`config.mk`:
```
export PLATFORM = sky130hd
export DESIGN_NAME = fft_io_sequencer
export DESIGN_NICKNAME = d
export VERILOG_FILES = /design/src/rtl/fft_io_sequencer.sv
export SDC_FILE = /design/constraint.sdc
export NUM_CORES = 1
export LEC_CHECK = 0
export CORE_MARGIN = 3
export CORE_UTILIZATION = 29
export CTS_CLUSTER_SIZE = 40
export DETAILED_ROUTE_END_ITERATION = 10
export GPL_TIMING_DRIVEN = 0
export SETUP_SLACK_MARGIN = 0.1
export SLEW_MARGIN = 20
export SYNTH_ARGS = -nofsm -noshare
export SYNTH_HDL_FRONTEND = slang
export SYNTH_SLANG_ARGS = --single-unit
export TNS_END_PERCENT = 20
```
`constraint.sdc`:
```
create_clock -name iCLK -period 4.8 [get_ports iCLK]
set_clock_uncertainty 0.2 [all_clocks]
set_input_delay 1.44 -clock iCLK [delete_from_list [all_inputs] [get_ports iCLK]]
set_output_delay 1.44 -clock iCLK [all_outputs]
set_load 0.05 [all_outputs]
```
`src/rtl/fft_io_sequencer.sv`:
```
// Frame sequencer for fft_top: scatters a stream of real samples into the four
// RAM banks with the digit-sum mapping, fires the core, waits for completion,
// then reads the banks back and streams the results out with valid/ready.
module fft_io_sequencer #(
  parameter int ADDR_W = 9,
  parameter int DATA_W = 16,
  parameter int RD_LAT = 2
) (
  input  logic              iCLK,
  input  logic              iRESET,
  input  logic [DATA_W-1:0] iIN_DATA,
  input  logic              iIN_VALID,
  output logic              oIN_READY,
  output logic [DATA_W-1:0] oFFT_DATA,
  output logic [ADDR_W-1:0] oADDR_WR,
  output logic [3:0]        oWE,
  output logic [ADDR_W-1:0] oADDR_RD,
  output logic              oFFT_START,
  input  logic              iFFT_RDY,
  input  logic [DATA_W:0]   iRD_DATA_0,
  input  logic [DATA_W:0]   iRD_DATA_1,
  input  logic [DATA_W:0]   iRD_DATA_2,
  input  logic [DATA_W:0]   iRD_DATA_3,
  output logic [DATA_W:0]   oOUT_DATA,
  output logic [1:0]        oOUT_BANK,
  output logic [ADDR_W-1:0] oOUT_ADDR,
  output logic              oOUT_VALID,
  input  logic              iOUT_READY,
  output logic              oOUT_LAST,
  output logic              oBUSY
);

  localparam int IDX_W = ADDR_W + 2;
  localparam int LAT_W = (RD_LAT > 1) ? $clog2(RD_LAT) : 1;
  localparam logic [IDX_W-1:0]  LAST_IDX  = {IDX_W{1'b1}};
  localparam logic [ADDR_W-1:0] LAST_ADDR = {ADDR_W{1'b1}};
  localparam logic [LAT_W-1:0]  LAT_END   = LAT_W'(RD_LAT - 1);

  typedef enum logic [2:0] {
    S_IDLE, S_LOAD, S_START, S_WAIT, S_RDADDR, S_CAPT, S_EMIT
  } state_t;

  state_t            state;
  state_t            state_next;
  logic [IDX_W-1:0]  n;
  logic [ADDR_W-1:0] a;
  logic [1:0]        b;
  logic [LAT_W-1:0]  lat;
  logic              rdy_prev;
  logic [DATA_W:0]   hold [4];
  logic              in_ready;
  logic              accept;
  logic              out_fire;
  logic              rdy_edge;

  // Bank of a sample index: sum of its base-4 digits, modulo 4. The index is
  // zero-padded by one bit so an odd-width top digit reads as a 2-bit digit.
  function automatic logic [1:0] bank_of(input logic [IDX_W-1:0] idx);
    logic [IDX_W:0] p;
    logic [1:0]     s;
    p = {1'b0, idx};
    s = 2'd0;
    for (int i = 0; i < IDX_W; i += 2) begin
      s = s + p[i +: 2];
    end
    return s;
  endfunction

  // Handshake qualifiers shared by the state logic and the outputs.
  always_comb begin
    in_ready = 1'b0;
    if (!iRESET && (state == S_IDLE || state == S_LOAD)) begin
      in_ready = 1'b1;
    end else begin
      in_ready = 1'b0;
    end
    accept   = iIN_VALID && in_ready;
    out_fire = (state == S_EMIT) && iOUT_READY;
    // The level seen at START is preloaded as "high", so only a 0->1 seen
    // inside WAIT counts as completion.
    rdy_edge = (state == S_WAIT) && !rdy_prev && iFFT_RDY;
  end

  // Next-state decision.
  always_comb begin
    state_next = state;
    case (state)
      S_IDLE:   if (accept) state_next = S_LOAD; else state_next = S_IDLE;
      S_LOAD:   if (accept && n == LAST_IDX) state_next = S_START; else state_next = S_LOAD;
      S_START:  state_next = S_WAIT;
      S_WAIT:   if (rdy_edge) state_next = S_RDADDR; else state_next = S_WAIT;
      S_RDADDR: if (lat == LAT_END) state_next = S_CAPT; else state_next = S_RDADDR;
      S_CAPT:   state_next = S_EMIT;
      S_EMIT: begin
        if (out_fire && b == 2'd3) begin
          if (a == LAST_ADDR) state_next = S_IDLE;
          else                state_next = S_RDADDR;
        end else begin
          state_next = S_EMIT;
        end
      end
      default:  state_next = S_IDLE;
    endcase
  end

  // State register, sample/address/bank counters and the read holding buffer.
  always_ff @(posedge iCLK) begin
    if (iRESET) begin
      state    <= S_IDLE;
      n        <= '0;
      a        <= '0;
      b        <= 2'd0;
      lat      <= '0;
      rdy_prev <= 1'b0;
      for (int k = 0; k < 4; k++) hold[k] <= '0;
    end else begin
      state <= state_next;
      case (state)
        S_IDLE: begin
          a <= '0;
          b <= 2'd0;
          if (accept) n <= IDX_W'(1);
          else        n <= '0;
        end
        S_LOAD: begin
          if (accept) n <= n + IDX_W'(1);
        end
        S_START: begin
          rdy_prev <= 1'b1;
        end
        S_WAIT: begin
          rdy_prev <= iFFT_RDY;
          if (rdy_edge) begin
            a   <= '0;
            lat <= '0;
          end
        end
        S_RDADDR: begin
          lat <= lat + LAT_W'(1);
        end
        S_CAPT: begin
          hold[0] <= iRD_DATA_0;
          hold[1] <= iRD_DATA_1;
          hold[2] <= iRD_DATA_2;
          hold[3] <= iRD_DATA_3;
          b       <= 2'd0;
          lat     <= '0;
        end
        S_EMIT: begin
          if (out_fire) begin
            b <= b + 2'd1;
            if (b == 2'd3) begin
              if (a == LAST_ADDR) a <= '0;
              else                a <= a + ADDR_W'(1);
            end
          end
        end
        default: ;
      endcase
    end
  end

  // Output decode: writes only exist in an accept cycle, results only in EMIT.
  always_comb begin
    oIN_READY  = in_ready;
    oWE        = 4'b0000;
    oADDR_WR   = '0;
    oFFT_DATA  = '0;
    if (accept) begin
      oWE       = 4'b0001 << bank_of(n);
      oADDR_WR  = n[IDX_W-1:2];
      oFFT_DATA = iIN_DATA;
    end else begin
      oWE       = 4'b0000;
    end
    oADDR_RD   = a;
    oFFT_START = (state == S_START) && !iRESET;
    oBUSY      = (state != S_IDLE);
    oOUT_VALID = (state == S_EMIT);
    oOUT_DATA  = '0;
    oOUT_BANK  = 2'd0;
    oOUT_ADDR  = '0;
    oOUT_LAST  = 1'b0;
    if (state == S_EMIT) begin
      oOUT_DATA = hold[b];
      oOUT_BANK = b;
      oOUT_ADDR = a;
      oOUT_LAST = (a == LAST_ADDR) && (b == 2'd3);
    end else begin
      oOUT_LAST = 1'b0;
    end
  end

endmodule

```
**Yosys cells after proc, flatten, opt, wreduce, memory -nomap -nowiden**

Memory sizes are Yosys's and may differ from the RTL's. A register that Yosys moved wholly into a read port is not among the register bits.
Index checks and enable logic that the tools add are counted.

- Add/sub/neg operators: 9
- Equal/unequal tests: 13
- Shift operators: 1
- Multiplexer cells: 39
- Bitwise logic cells: 4
- Reductions and logical operators: 24

Operators with widths:

| cell | number |
|---|---|
| 17-bit two-way mux | 5 |
| 9-bit two-way mux | 6 |
| 9-bit one-hot mux with 3 select lines | 1 |
| 11-bit one-hot mux with 2 select lines | 1 |
| 3-bit one-hot mux with 7 select lines | 1 |
| 16-bit two-way mux | 1 |
| 11-bit by 1-bit adder with 11-bit output (second input constant) | 1 |
| 11-bit equality test (second input constant) | 1 |
| 1-bit two-way mux | 11 |
| 11-bit two-way mux | 1 |
| 2-bit two-way mux | 5 |
| 9-bit by 1-bit adder with 9-bit output (second input constant) | 1 |
| 3-bit equality test (second input constant) | 3 |
| 9-bit equality test (second input constant) | 1 |
| 1-bit logical AND | 9 |
| 3-bit two-way mux | 3 |
| 3-bit nonzero test | 3 |
| 2-bit adder | 4 |
| 3-bit by 2-bit equality test with 1-bit output (second input constant) | 2 |
| 2-bit AND reduction | 3 |
| 2-bit nonzero test | 3 |
| 4-bit two-way mux | 1 |
| 2-bit by 1-bit != test with 1-bit output (second input constant) | 2 |
| 2-bit != test (second input constant) | 2 |
| other kinds (15) | 19 |

- Register bits after elaboration: 27
- Bits in writable memories: 68
- Output and inout bits: 71
- Logic and storage cells: 97
- Memories kept: 1

Memories:

| name | depth | width | rd ports | clocked after Yosys merged registers in | write ports | line | source |
|---|---|---|---|---|---|---|---|
| hold | 4 | 17 | 1 | 1 | 4 | 50 | `logic [DATA_W:0] hold [4];` |

**Depth between registers and ports, before layout**

- Word-level depth: 8
- Mapped depth: 9

**Worst setup path after synthesis**

No wires, ideal clock.

- Path type: flip-flop to output port
- From: register n[0]
- To: output oWE[0]
- Arrival: 3150 ps
- Required time: 3160 ps
- Slack: 10 ps
- Stages on the path, launching flop included: 10
- Path buffers: 0
- Cell sequence: dfxtp_1 > fa_1 > inv_1 > fa_1 > inv_1 > ha_1 > xnor2_1 > xnor2_1 > xnor2_1 > nor3_1

- Longest elaborated chain between the ends: 7

RTL lines:

| item | line | source |
|---|---|---|
| start, declared | 45 | `logic [IDX_W-1:0] n;` |
| start signal, assigned | 126 | `if (accept) n <= n + IDX_W'(1);` |
| 2-bit adder (4 in a row) | 64 | `s = s + p[i +: 2];` |
| 2-bit by 1-bit adder with 2-bit output | 64 |  |
| 1-bit by 2-bit << shifter with 4-bit output | 170 | `oWE = 4'b0001 << bank_of(n);` |
| 4-bit two-way mux | 169 | `if (accept) begin` |
| end, declared | 16 | `output logic [3:0] oWE,` |

Every way passes these cells.

**Worst setup path after layout**

- From: input iRESET
- To: output oFFT_START

- Longest elaborated chain between the ends: 2

RTL lines:

| item | line | source |
|---|---|---|
| start, declared | 10 | `input logic iRESET,` |
| 1-bit zero test | 177 | `oFFT_START = (state == S_START) && !iRESET;` |
| 1-bit logical AND | 177 |  |
| end, declared | 18 | `output logic oFFT_START,` |

Every way passes these cells.

==> summary.txt <==
CTS
  – Clk root buf: clkbuf_16
  – Worst-path clk slew: 0.07 ns
  – CTS buffer count: 9
  – H-tree depth: 3
  – Clock Path Buffers: 2
  – Clock Latency Late Sink: 0.35 ns
  – Clock sink count: 97
  – TritonCTS clock tree: yes
  – Cts hold-fix bufs: 0

Power and ir drop
  – Pleak: 2.76 nW
  – Max rail drop VDD: 0.238 mV
  – PnR Total Power: 0.00207 W
  – PwrDens: 282 nW/um^2

Yosys
  – Syn nets: 542
  – Asr flop ratio synth: 0
  – Dominant synthesized flop cell: edfxtp_1
  – Cell variety after synth: 53
  – #FFs+latches synth: 97
  – Seq/Total Area, Yosys: 0.516
  – Synth Cell Area: 5080 um^2
  – EDFF count, synth: 68
  – Synthesized area per cell: 11.4 um^2
  – Post-Synthesis Cells: 446
  – Synth Warn #: 0

Cells and area
  – Area delta synth->final: 44.6%
  – Most frequent cells in the layout: clkdlybuf4s50_1 (116), and2_1 (87), edfxtp_1 (68)
  – Nets: 718
  – Core Util, Final: 0.435
  – Ant. Diodes: 0
  – Commonest non-fill, non-tap cell in the layout: clkdlybuf4s50_1
  – Share of layout cells above drive strength 1: 0.147
  – Final std cells w/o fill: 847

Floorplanning
  – Die W: 138 um
  – Num ports: 160
  – Row Count: 47
  – Die height: 138 um
  – Core Area: 16900 um^2
  – Initial Util: 0.301
  – Die area: 19200 um^2

STA
  – Hold Vio Cnt, Final: 0
  – Max_slew headroom: 0.466
  – RSZ-0062 raised after global routing: yes
  – Final setup viols: 0
  – Fin crit period: 4.56 ns
  – F_max: 219 MHz
  – Worst Tran Pin Value: 0.798 ns
  – Tcrit/Tclk final: 0.951
  – Pins Over Slew Limit: 0

Global routing
  – Initial antenna violation count: 0
  – First-pass GRT wire length: 21700 um
  – GRT Residual Overflow: 0
  – Number of global-route vias before repair: 4042
  – Busiest grt layer: met2
  – Met2 GRT Util: 0.228
  – Largest net degree at the start of global routing: 38
  – GR Util met3: 0.0397
  – Total GRT Usage: 0.141
  – M1 GR Usage: 0.187

Setup path
  – Crit-path max FO: 10
  – Critical Path AT: 2.92 ns
  – Startpoint class of the critical path: primary input
  – CP required: 3.16 ns
  – CP endpoint kind: output port
  – WS Path Type: primary input to output port

Detailed routing
  – Antenna violation net count after detailed routing: 0
  – First DRT Iteration DRCs: 265
  – DR DRC count: 0
  – First-pass DRT Iterations: 4
  – Avg Vias per Cell: 4.75
  – Vias: 4025
  – Routed wire length: 13500 um
  – DR WL/cell: 16.0 um

Run status
  – Status: completed

Placement
  – Port Buffers: 159
  – Placed Cells: 826
  – Post-DP HPWL: 10200 um
  – Placer Congestion: 0.844

Run
  – MaxCap Viol Count: 0

Min path
  – HP Class: flop to flop
[sequential cells by signal, indices dropped and copies added (netlist names), named ones only]
| name | cells |
|---|---|
| hold | 68 |
| n | 11 |
| oADDR_RD | 9 |
| state | 3 |
| b | 2 |
| lat | 1 |
| rdy_prev | 1 |
[layout make-up]
type,instances,area (um^2)
multi-input cells,306,2320
clock buffers,9,225
plain buffers,28,128
clock inverters,7,108
flip-flops and latches,97,2630
repair buffers,165,1610
fillers,1547,9530
well taps,220,275
inverters,15,56.3
[report_power, final]
part | internal (W) | switching, W
logic | 0.000146 | 0.000191
registers | 0.000921 | 0.0000197
clock network | 0.000467 | 0.000328
[repair_timing]
item,in CTS,in global routing
gates resized for setup,136,9
endpoints found under the setup margin,41,11
pin swaps,0,4
setup buffers,0,5
[metrics by stage]
stage	hold slack, ns	instance area [um^2]	setup TNS, ns	worst slack, ns
2_1_floorplan	0.265	5090	0	0.0122
3_3_place_gp	0.285	6950	-23.05	-0.677
3_5_place_dp	0.298	6980	-17.79	-0.678
4_1_cts	0.307	7280	-0.116	-0.116
5_1_grt	0.349	7350	0	0.0717
6_report	0.309	7350	0	0.236
[cells in the mapped netlist, types with 2 or more instances]
library cell	number	share of area
and2_1	87	0.11
o21a_1	3	0.0044
buf_6	2	0.0044
a211o_1	4	0.0069
a21boi_0	2	0.0030
mux2i_1	4	0.0079
a21oi_1	15	0.015
a2111oi_0	4	0.0069
o21ai_0	10	0.0098
mux4_2	17	0.075
o211ai_1	5	0.0074
xnor2_1	12	0.021
inv_1	15	0.011
nor3_1	7	0.0069
dfxtp_1	29	0.11
nor2b_1	23	0.028
nand2b_1	5	0.0062
fa_1	2	0.0079
nand3_1	6	0.0059
edfxtp_1	68	0.40
a21o_1	3	0.0044
nand2_1	13	0.0096
nand4_1	9	0.011
clkbuf_1	24	0.018
and3_1	18	0.022
ha_1	5	0.012
nand3b_1	2	0.0030
nor2_1	22	0.016
and4_1	6	0.010
[critical path, stage by stage]
cell and delay (ns):
dlygate4sd2_1 0.33, clkbuf_2 0.25, nor4_1 0.32, dlygate4sd2_1 0.58
[per-layer routing]
layer	wire (um)	share of wire
met3	977	0.072
met2	6460	0.48
met1	5960	0.44
met5	0	0
met4	143	0.011
[final timing paths]
path / endpoint / slack, ns / cells past startpoint / startpoint
max: oFFT_START / 0.24 / 4 / iRESET
min: lat / 0.31 / 2 / lat
max reg2reg: n[10] / 2.18 / 7 / state[0]
min reg2reg: lat / 0.31 / 2 / lat
[kinds of logic (layout without fill, tap and decap cells)]
| group | after synthesis | count (layout) | share of synthesized area |
|---|---|---|---|
| and+or+nand+nor | 207 | 207 | 0.242 |
| DFF | 97 | 97 | 0.516 |
| AOI/OAI and AO/OA | 57 | 57 | 0.0785 |
| buffers and inverters | 43 | 224 | 0.0350 |
| muxes | 22 | 22 | 0.0854 |
| xor gates and xnor gates | 13 | 13 | 0.0224 |
| adders and majority gates | 7 | 7 | 0.0202 |
(Power assumes the default switching activity.)
